===== src/rtl/serial_add_ctrl.sv =====
// ---------------------------------------------------------------------------
// serial_add_ctrl
// Bit-serial adder controller: drives one full-adder cell over WIDTH-bit
// operands, one bit per clock, LSB first, assembling the sum in a shift
// register and reporting completion with a one-cycle done pulse.
//
// Optional feature macro: SERIAL_ADD_OVF_EN (adds the registered ovf port).
//
// Ports:
//   clk    in   rising-edge clock
//   rst    in   asynchronous active-high reset
//   start  in   operation request, sampled only in IDLE
//   A, B   in   WIDTH-bit operands, captured on accepted start
//   Cin    in   carry-in, captured on accepted start
//   busy   out  high while the bit loop runs
//   done   out  one-cycle pulse, S/Cout (and ovf) valid
//   S      out  WIDTH-bit sum (shift register, partial while busy)
//   Cout   out  final carry-out
//   ovf    out  signed overflow (only with SERIAL_ADD_OVF_EN)
// ---------------------------------------------------------------------------
module serial_add_ctrl #(
    parameter int unsigned WIDTH = 8
) (
    input  logic             clk,
    input  logic             rst,
    input  logic             start,
    input  logic [WIDTH-1:0] A,
    input  logic [WIDTH-1:0] B,
    input  logic             Cin,
    output logic             busy,
    output logic             done,
    output logic [WIDTH-1:0] S,
    output logic             Cout
`ifdef SERIAL_ADD_OVF_EN
    ,
    output logic             ovf
`endif
);

    localparam int unsigned     CNT_W = (WIDTH > 1) ? $clog2(WIDTH) : 1;
    localparam logic [CNT_W-1:0] LAST = CNT_W'(WIDTH - 1);

    typedef enum logic [1:0] {
        ST_IDLE = 2'd0,
        ST_RUN  = 2'd1,
        ST_DONE = 2'd2
    } state_t;

    state_t           r_state;
    logic [WIDTH-1:0] r_a_sh;
    logic [WIDTH-1:0] r_b_sh;
    logic             r_c;
    logic [CNT_W-1:0] r_cnt;

    // Shared full-adder cell on the current LSB pair and the registered carry
    logic w_sum;
    logic w_carry;
    assign w_sum   = r_a_sh[0] ^ r_b_sh[0] ^ r_c;
    assign w_carry = (r_a_sh[0] & r_b_sh[0]) | (r_a_sh[0] & r_c) | (r_b_sh[0] & r_c);

    // Sequencer: state, datapath registers and registered outputs
    always_ff @(posedge clk or posedge rst) begin
        if (rst) begin
            r_state <= ST_IDLE;
            r_a_sh  <= '0;
            r_b_sh  <= '0;
            r_c     <= 1'b0;
            r_cnt   <= '0;
            busy    <= 1'b0;
            done    <= 1'b0;
            S       <= '0;
            Cout    <= 1'b0;
`ifdef SERIAL_ADD_OVF_EN
            ovf     <= 1'b0;
`endif
        end else begin
            done <= 1'b0;
            case (r_state)
                ST_IDLE: begin
                    if (start) begin
                        r_a_sh  <= A;
                        r_b_sh  <= B;
                        r_c     <= Cin;
                        r_cnt   <= '0;
                        busy    <= 1'b1;
                        r_state <= ST_RUN;
                    end
                end
                ST_RUN: begin
                    // Sum bit enters at the MSB so bit i lands in S[i] after WIDTH shifts
                    S      <= {w_sum, S[WIDTH-1:1]};
                    r_c    <= w_carry;
                    r_a_sh <= {1'b0, r_a_sh[WIDTH-1:1]};
                    r_b_sh <= {1'b0, r_b_sh[WIDTH-1:1]};
                    r_cnt  <= r_cnt + CNT_W'(1);
                    if (r_cnt == LAST) begin
                        Cout    <= w_carry;
`ifdef SERIAL_ADD_OVF_EN
                        // r_c is the carry into the MSB on this final bit
                        ovf     <= r_c ^ w_carry;
`endif
                        busy    <= 1'b0;
                        done    <= 1'b1;
                        r_state <= ST_DONE;
                    end
                end
                ST_DONE: begin
                    r_state <= ST_IDLE;
                end
                default: begin
                    r_state <= ST_IDLE;
                end
            endcase
        end
    end

endmodule


===== config.mk =====
export PLATFORM = sky130hd
export DESIGN_NAME = serial_add_ctrl
export DESIGN_NICKNAME = d
export VERILOG_FILES = /design/src/rtl/serial_add_ctrl.sv
export SDC_FILE = /design/constraint.sdc
export NUM_CORES = 1
export LEC_CHECK = 0
export BUFFER_PORTS_ARGS = -buffer_cell sky130_fd_sc_hd__buf_2
export CAP_MARGIN = 10
export CORE_ASPECT_RATIO = 0.7
export CORE_MARGIN = 3
export CORE_UTILIZATION = 53
export DETAILED_ROUTE_END_ITERATION = 10
export HOLD_SLACK_MARGIN = 0.03
export PLACE_DENSITY_LB_ADDON = 0.12
export SETUP_SLACK_MARGIN = 0.02
export SYNTH_ARGS = -nofsm -noshare
export SYNTH_HDL_FRONTEND = slang
export SYNTH_SLANG_ARGS = --single-unit
export TNS_END_PERCENT = 10

===== constraint.sdc =====
create_clock -name clk -period 1.8 [get_ports clk]
set_clock_uncertainty 0.05 [all_clocks]
set_input_delay 0.36 -clock clk [delete_from_list [all_inputs] [get_ports clk]]
set_output_delay 0.36 -clock clk [all_outputs]
set_load 0.005 [all_outputs]

Word-level counts from Yosys, hierarchy flattened
Index checks and enable logic that the tools add are counted.

Register bits after elaboration: 33. Input port bits: 20. Output and inout port bits: 11. Logic and storage cells: 43.

Add/subtract/negate cells: 1. Eq/ne operators: 4. Muxes and demuxes: 16. Bitwise logic cells: 7. Reduce and logical (&&, ||, !) cells: 6.

Operators with widths (number): $pmux 8 s2 (2); $mux 8 (2); $pmux 3 s2 (1); $reduce_and 2->1 (3); $mux 1 (5); $mux 2 (2); $ne 2x2->1 const B (2); $pmux 1 s2 (2); $pmux 2 s2 (1); $add 3x1->3 const B (1); $and 1x1->1 (3); $eq 3x3->1 const B (1); $mux 3 (1); $reduce_and 3->1 (1); $eq 2x1->1 const B (1); $logic_not 2->1 (1); $or 1x1->1 (2); $reduce_bool 2->1 (1); $xor 1x1->1 (2).

Depth between registers and ports, before layout
Gate-level depths: netlist of run 1.

Depth in word-level cells: 4. Depth in mapped cells: 5. Depth with buffers taken out: 5.

Worst setup path after synthesis of run 1
OpenSTA, ideal clock, no wires.

Kind: register to register. From: register r_cnt[0]. To: register Cout. Setup time: 0.125 ns. Arrival time: 1.123 ns. Data required time: 1.625 ns. Path slack: 0.502 ns. Stages on the path, launching flop included: 6. Path buffers: 0. Clock period less this slack: 1.298 ns. Path through: dfrtp_1 -> ha_1 -> ha_1 -> inv_1 -> nor2_2 -> mux2_2.

Cells in the longest elaborated chain, start to end: 2.

Ends and longest elaborated chain: start: declaration (line 53) `logic [CNT_W-1:0] r_cnt;`; start signal: assignment (line 95) `r_cnt <= r_cnt + CNT_W'(1);`; $eq 3x3->1 (line 96) `if (r_cnt == LAST) begin`; $reduce_and 2->1 (no source line); end signal: assignment (line 97) `Cout <= w_carry;`; end: declaration (line 33) `output logic Cout`.

Every way passes these cells. A chain may end at the register's enable or synchronous reset.

Final worst setup path of run 1
From: register r_state[0]. To: register S[4].

Cells in the longest elaborated chain, start to end: 1.

Ends and longest elaborated chain: start: declaration (line 49) `state_t r_state;`; start signal: assignment (line 64) `r_state <= ST_IDLE;`; start signal: assignment (line 86) `r_state <= ST_RUN;`; start signal: assignment (line 104) `r_state <= ST_DONE;`; $eq 2x1->1 (line 78) `case (r_state)`; end signal: assignment (line 91) `S <= {w_sum, S[WIDTH-1:1]};`; end: declaration (line 32) `output logic [WIDTH-1:0] S,`.

Every way passes these cells.

==> results of run 1 <==
## per-layer routing
| metal | vias to the layer above | wire length [um] | GRT usage (%) |
|---|---|---|---|
| met4 | 0 | 19 | 5.18 |
| met2 | 35 | 1310 | 25.7 |
| met3 | 2 | 187 | 6.15 |
| li1 | 499 | - | - |
| met1 | 523 | 1430 | 27.3 |
| met5 | - | 0 | 0 |
## cell usage in the layout, fill, tap and decap left out, types with 5 or more instances in the layout
cell      netlist  layout
clkbuf_8        0       5
nor2_1         13      13
inv_1          10      10
o22ai_1         5       5
a32oi_1         6       6
a21oi_1         7       7
mux2_2          5       5
buf_2           3      30
o21a_1          6       6
dfrtp_1        33      33
## power breakdown
| part | internal (W) | switching [W] | leakage, nW |
|---|---|---|---|
| logic | 0.000650 | 0.000514 | 0.377 |
| clock network | 0.000268 | 0.000260 | 0.0450 |
| registers | 0.00109 | 0.000252 | 0.386 |
## area by class of cell
class	instances	area (um^2)
Clock buffer	6	72.6
Clock inverter	2	10.0
Fill cell	215	836
Inverter	10	37.5
Multi-Input combinational cell	73	556
Sequential cell	33	826
Tap cell	34	42.5
Timing Repair Buffer	33	173
## final timing paths
check | slack (ns) | cells past startpoint | endpoint
setup / recovery | 0.28 | 3 | S[4]
hold / removal | 0.11 | 3 | done
setup reg to reg | 0.28 | 3 | S[4]
hold reg to reg | 0.45 | 1 | r_cnt[1]
max in group asynchronous | 1.30 | 3 | r_state[0]
min in group clk | 0.25 | 2 | r_b_sh[7]
## state kept, by name, indices dropped and copies added, names as in the netlist
name,flops
r_b_sh,8
done,1
Cout,1
r_c,1
r_cnt,3
busy,1
r_state,2
r_a_sh,8
S,8
## kinds of logic (layout without fill, tap and decap cells)
| family | after synthesis | after routing | share of synthesized area (%) |
|---|---|---|---|
| adder cells (fa/ha/maj) | 3 | 3 | 3.08 |
| AND/OR/NAND/NOR | 24 | 24 | 8.03 |
| AO/OA/AOI/OAI | 37 | 37 | 18.9 |
| flip-flops | 33 | 33 | 56.4 |
| buffers and inverters | 16 | 51 | 5.64 |
| multiplexers | 9 | 9 | 7.95 |
## critical path, cell delays in order, from the launching register on
cell      delay (ns)
dfrtp_1         0.53
nand2b_1        0.23
buf_4           0.25
mux2_2          0.35
## per-stage QoR
step                      setup slack (ns)  area (um^2)  std cells  hold WS (ns)  power [W]
final                                0.277         1720        191         0.110    0.00303
after detailed placement             0.303         1630        183         0.429    0.00252
after global routing                 0.206         1720        191         0.165    0.00325
after floorplan                      0.502         1460        122         0.414    0.00222
after global placement               0.343         1630        183         0.411    0.00245
after CTS                            0.293         1720        191         0.132    0.00305
==> metrics.cfg, run 1 <==
[outcome]
status=finished clean

[clocking]
cts_tree=done
clock_latency_ns=0.28
clk_pin_slew_ns=0.07
numCtsBuffers=5
hold_buffers=0
htreeDepth=2
cts_sinks=33
cts_resized=0
clockBufferDepth=2
postCtsSetupBuffers=0
root_buffer=clkbuf_8

[final_layout]
num_antenna_cells=0
area_delta_synth_final_pct=17.3
nNetsFinal=179
final_layout_size_suffix_gt1_share_pct=35.7
fin_util_pct=67.3

[detailed_routing]
wirelength_um=2950
vias_per_cell=5.54
drt-wirelength-per-cell_um=15.4
routed-via-count=1059
drt_iter0_drc=102
first_pass_iters=4
antenna_left=0
drc=0

[synth]
synth_seq_cells=33
synth-edff-count=0
yosysMostFrequentCell=dfrtp_1
synthCells=122
yosys_most_used_dff=dfrtp_1
avgSynthCellArea_um2=12.0
ys_seq_area_share_pct=56.4
yosysTopAreaCell=dfrtp_1
synth_warnings=0
synth.distinct_cells=24
async_flop_share_pct=100
synth_area_leaders=dfrtp_1 56%, mux2_4 4.1%, mux2_2 3.8%
synthesis.area_mm2=0.00146
synth_top_area_share_pct=56.4
yosys-top-cells-count=33 x dfrtp_1, 13 x nor2_1, 10 x inv_1
synthesis.nets=145

[critical_path]
endpoint_kind=flop
start_kind=flop
setup.worst_path.start=r_state[0]
worstPathRequired_ns=1.92
critPathKind=flop to flop
critPathMaxFanout=14
r2r_start=r_state[0]
worstPathArrival_ns=1.64

[sta]
rsz0062_at_grt=no
finalMaxSlewViolations=0
finalCritPeriodShare_pct=84.6
setup_tns_ns=0
max_freq_mhz=657
worst_slew_pin_slew_ns=0.420
fin_crit_ns=1.52
hold_violations=0
slew_headroom_pct=72.0
setup_violations=0

[floorplanning]
io_pins=31
die_h_um=50.0
die_x_um=68.8
row_count=15
initial_utilization_pct=57.4
die_area_mm2=0.00344
core_mm2=0.00255

[place]
hpwl_um=2070
io_buffers=30
gp_congestion=0.758

[grt]
grt_overflow=0
grt_max_degree=34
grt_pass1_wl_um=4730
antenna_found_initial=0
first_global_vias=1028
grt_usage_pct=18.5

[pwr]
peakVddDrop_v=0.000898
leakage_nw=0.809
pwr_density_cell_mw_per_mm2=1770

[job]
cap_violations=0

[hold_path]
hold_class=primary input to asynchronous set/reset pin

Power figures use the tool's default switching activity.
==> run 2, diff against run 1 <==
clock period = 1.5 ns   (was 1.8 ns; I/O delays follow)
==> run 2 against run 1 <==
First-iteration DRC count is 38% lower. Largest power group unchanged. Count of clock-buffer cells in the layout increased by 1. Critical endpoint is now Cout. Wire length rose by 0.51%. Utilization is 2.8 points higher.
==> metrics.cfg, run 2 (same netlist as run 1, synthesis figures left out) <==
[grt]
grt_overflow=0
antenna_found_initial=0
grt_usage_pct=19.8
grt_max_degree=34
first_global_vias=1061
grt_pass1_wl_um=5040

[clocking]
hold_buffers=0
numCtsBuffers=5
root_buffer=clkbuf_8
clockBufferDepth=2
clk_pin_slew_ns=0.07
cts_tree=done
clock_latency_ns=0.28
htreeDepth=2
cts_sinks=33

[sta]
max_freq_mhz=697
fin_crit_ns=1.43
worst_slew_pin_slew_ns=0.400
finalMaxSlewViolations=0
slew_headroom_pct=73.3
rsz0062_at_grt=yes
setup_tns_ns=0
setup_violations=0
hold_violations=0
finalCritPeriodShare_pct=95.7

[floorplanning]
row_count=15
core_mm2=0.00255
io_pins=31
die_area_mm2=0.00344
die_h_um=50.0
initial_utilization_pct=57.4
die_x_um=68.8

[detailed_routing]
vias_per_cell=5.60
drc=0
drt-wirelength-per-cell_um=15.4
wirelength_um=2960
routed-via-count=1076
first_pass_iters=4
drt_iter0_drc=63
antenna_left=0

[critical_path]
critPathMaxFanout=10
worstPathArrival_ns=1.54
start_kind=flop
endpoint_kind=flop
worstPathRequired_ns=1.61
r2r_cells=3
critPathKind=flop to flop

[job]
cap_violations=0

[hold_path]
hold_class=primary input to asynchronous set/reset pin

[pwr]
pwr-share-clk_pct=21.7
peakVddDrop_v=0.00135
leakage_nw=0.834
finalPower_w=0.00397
power.switching_w=0.00127
p_sw_share_pct=32.0
power_frac_seq_pct=40.4
pwr_density_cell_mw_per_mm2=2220
comb_power_share_pct=37.9
internal_power_w=0.00270

[final_layout]
fin_util_pct=70.0
layout_commonest_cell=dfrtp_1
largest_registers=S (8), r_a_sh (8), r_b_sh (8)
area_delta_synth_final_pct=22.1
num_antenna_cells=0
nNetsFinal=180
fill_cells=192
final_layout_size_suffix_gt1_share_pct=36.1
final_cell_mix=33 x dfrtp_1, 30 x buf_2, 13 x nor2_1

[place]
gp_congestion=0.773
io_buffers=30
hpwl_um=2100

[outcome]
status=finished clean

[run 2: critical path, stage by stage, from the launching register on]
cell and delay (ns):
dfrtp_1 0.54, nand2b_1 0.23, nor2_2 0.15, mux2_2 0.35
[run 2: per-stage QoR]
stage,cells,area (um^2),hold WS [ns],setup slack (ns)
5_1_grt,192,1790,0.0889,0.00739
6_report,192,1790,0.0463,0.0652
2_1_floorplan,122,1460,0.379,0.202
3_5_place_dp,184,1670,0.366,0.0966
3_3_place_gp,184,1670,0.346,0.143
4_1_cts,192,1780,0.0618,0.0926
[run 2: repair_timing]
action                                  CTS  global route
buffers inserted                          0             0
resized for setup                         0             1
hold endpoints to repair                  0             0
endpoints found under the setup margin    0             8
[run 2: final timing paths]
path,startpoint,to,slack (ns)
max,r_state[0],Cout,0.07
min,rst,busy,0.05
max reg2reg,r_state[0],Cout,0.07
min reg2reg,r_a_sh[1],r_a_sh[1],0.45
max in group asynchronous,rst,r_a_sh[5],1.06
min in group clk,A[7],r_a_sh[7],0.20
[run 2: layer usage]
layer	track usage [%]	up-vias	wire, um
met5	0	-	0
met4	5.83	0	20
met3	5.24	3	214
met2	28.4	36	1300
met1	29.4	526	1420
li1	-	511	-
[run 2: area by class of cell]
| class | instances | area [um^2] | area share (%) |
|---|---|---|---|
| clock buffers | 7 | 86.3 | 4.83 |
| multi-input cells | 73 | 561 | 31.4 |
| flip-flops and latches | 33 | 826 | 46.2 |
| inverters | 10 | 37.5 | 2.10 |
| well taps | 34 | 42.5 | 2.38 |
| clock inverters | 1 | 30.0 | 1.68 |
| repair buffers | 34 | 205 | 11.5 |
[run 2: power by group through the flow]
stage / logic [W] / registers, W / clock network [W]
2_1_floorplan: 0.00112 / 0.00154 / 0
3_3_place_gp: 0.00143 / 0.00158 / 0
3_5_place_dp: 0.00150 / 0.00161 / 0
4_1_cts: 0.00151 / 0.00159 / 0.000868
5_1_grt: 0.00167 / 0.00165 / 0.000917
6_report: 0.00150 / 0.00160 / 0.000861
==> run 3, diff against run 2 <==
CORE_ASPECT_RATIO = 2   (was 0.7)
CORE_UTILIZATION = 25   (was 53)
GPL_ROUTABILITY_DRIVEN = 0   (was default)
==> run 3 against run 2 <==
First-iteration DRC count fell by 48%. Cell count grew 17%. Register-to-register slack improved by 0.04 ns. Critical path type unchanged. Global-route usage fell by 8.5 points. Largest power group unchanged.
==> metrics.cfg, run 3 (same netlist as run 1, synthesis figures left out) <==
[outcome]
status=finished clean

[pwr]
leakage_nw=0.848
pwr_density_cell_mw_per_mm2=2080
peakVddDrop_v=0.000876

[critical_path]
slowest_delay_ns=0.40
start_kind=flop
r2r_setup_slack_ns=0.11
worstReg2RegEnd=Cout
crit_chain=ha_1 > ha_1 > inv_1 > nor2_2 > mux2_2
worstPathArrival_ns=1.51
critPathMaxFanout=4
crit_buf_inv=1
endpoint_kind=flop
slowest_stage=dfrtp_1
crit_top_cell=ha_1
r2r_start=r_cnt[0]
critPathTopFamily=flip-flops
critPathKind=flop to flop
r2r_cells=5
worstPathRequired_ns=1.62

[sta]
hold_violations=0
slew_headroom_pct=71.0
setup_violations=0
max_freq_mhz=719
setup_tns_ns=0
finalCritPeriodShare_pct=92.8
fin_crit_ns=1.39
worst_slew_pin_slew_ns=0.436
finalMaxSlewViolations=0
holdWs_ns=0.0449
rsz0062_at_grt=no

[floorplanning]
die_area_mm2=0.00687
initial_utilization_pct=26.3
die_x_um=60.1
io_pins=31
row_count=38
core_mm2=0.00556
die_h_um=114

[hold_path]
hold_class=primary input to asynchronous set/reset pin

[clocking]
numCtsBuffers=5
clk_pin_slew_ns=0.08
cts_resized=0
cts_sinks=33
postCtsSetupBuffers=0
htreeDepth=2
hold_buffers=0
cts_tree=done
clock_latency_ns=0.28
clockBufferDepth=2
root_buffer=clkbuf_8

[place]
io_buffers=30
hpwl_um=2510

[detailed_routing]
drt_iter0_drc=33
drc=0
routed-via-count=1072
first_pass_iters=4
antenna_left=0
vias_per_cell=4.79
wirelength_um=3360
drt-wirelength-per-cell_um=15.0

[grt]
grt_overflow=0
grt_max_degree=34
grt_usage_pct=11.4
first_global_vias=1227
grt_pass1_wl_um=5810
antenna_found_initial=0

[final_layout]
final_cell_mix=33 x dfrtp_1, 30 x buf_2, 13 x nor2_1
layout_commonest_cell=dfrtp_1
final_layout_size_suffix_gt1_share_pct=39.0
num_antenna_cells=0
fin_util_pct=32.7
nNetsFinal=186
fill_cells=581
largest_registers=S (8), r_a_sh (8), r_b_sh (8)
area_delta_synth_final_pct=24.2

[job]
cap_violations=0

==> run 3: cell types whose count changed in the layout (fill, tap and decap cells not counted), sizes merged <==
cell      previous run  this run
buf                 34        40
clkinvlp             0         1
bufinv               1         0
clkbuf               7         5
clkinv               0         2
==> run 3: worst min-delay path, delay by kind of cell <==
family | cells | cell delay, ns
buffers and inverters | 3 | 0.50
==> run 3: report_power, final <==
group	internal, W	switching (W)
registers	0.00131	0.000249
clock network	0.000320	0.000337
logic	0.000895	0.000670
==> run 3: final cells by class <==
class                           instances  area, um^2  share of cell area, %
Sequential cell                        33         826                   45.4
Multi-Input combinational cell         73         556                   30.6
Timing Repair Buffer                   40         238                   13.1
Tap cell                               60        75.1                   4.13
Clock buffer                            5        68.8                   3.79
Inverter                               10        37.5                   2.06
Clock inverter                          3        17.5                  0.964
==> run 3: worst max path at each step <==
stage                     cells after the start    to      from
after floorplan                               5  Cout  r_cnt[0]
after global placement                        5  Cout  r_cnt[0]
after detailed placement                      5  Cout  r_cnt[0]
after CTS                                     5  Cout  r_cnt[0]
after global routing                          5  Cout  r_cnt[0]
final                                         5  Cout  r_cnt[0]
==> run 3: per-layer routing <==
layer | GRT usage (%) | wire [um]
met5 | 0 | 0
met4 | 5.33 | 76
met3 | 3.16 | 145
met2 | 20.2 | 1920
met1 | 11.7 | 1220
==> run 3: through the flow <==
stage / setup WS, ns / total power, W / cells / cell area (um^2)
CTS: 0.0841 / 0.00387 / 224 / 1820
detailed placement: 0.120 / 0.00319 / 216 / 1730
floorplan: 0.202 / 0.00266 / 122 / 1460
finish: 0.108 / 0.00378 / 224 / 1820
global placement: 0.122 / 0.00315 / 216 / 1730
global route: 0.0243 / 0.00413 / 224 / 1820
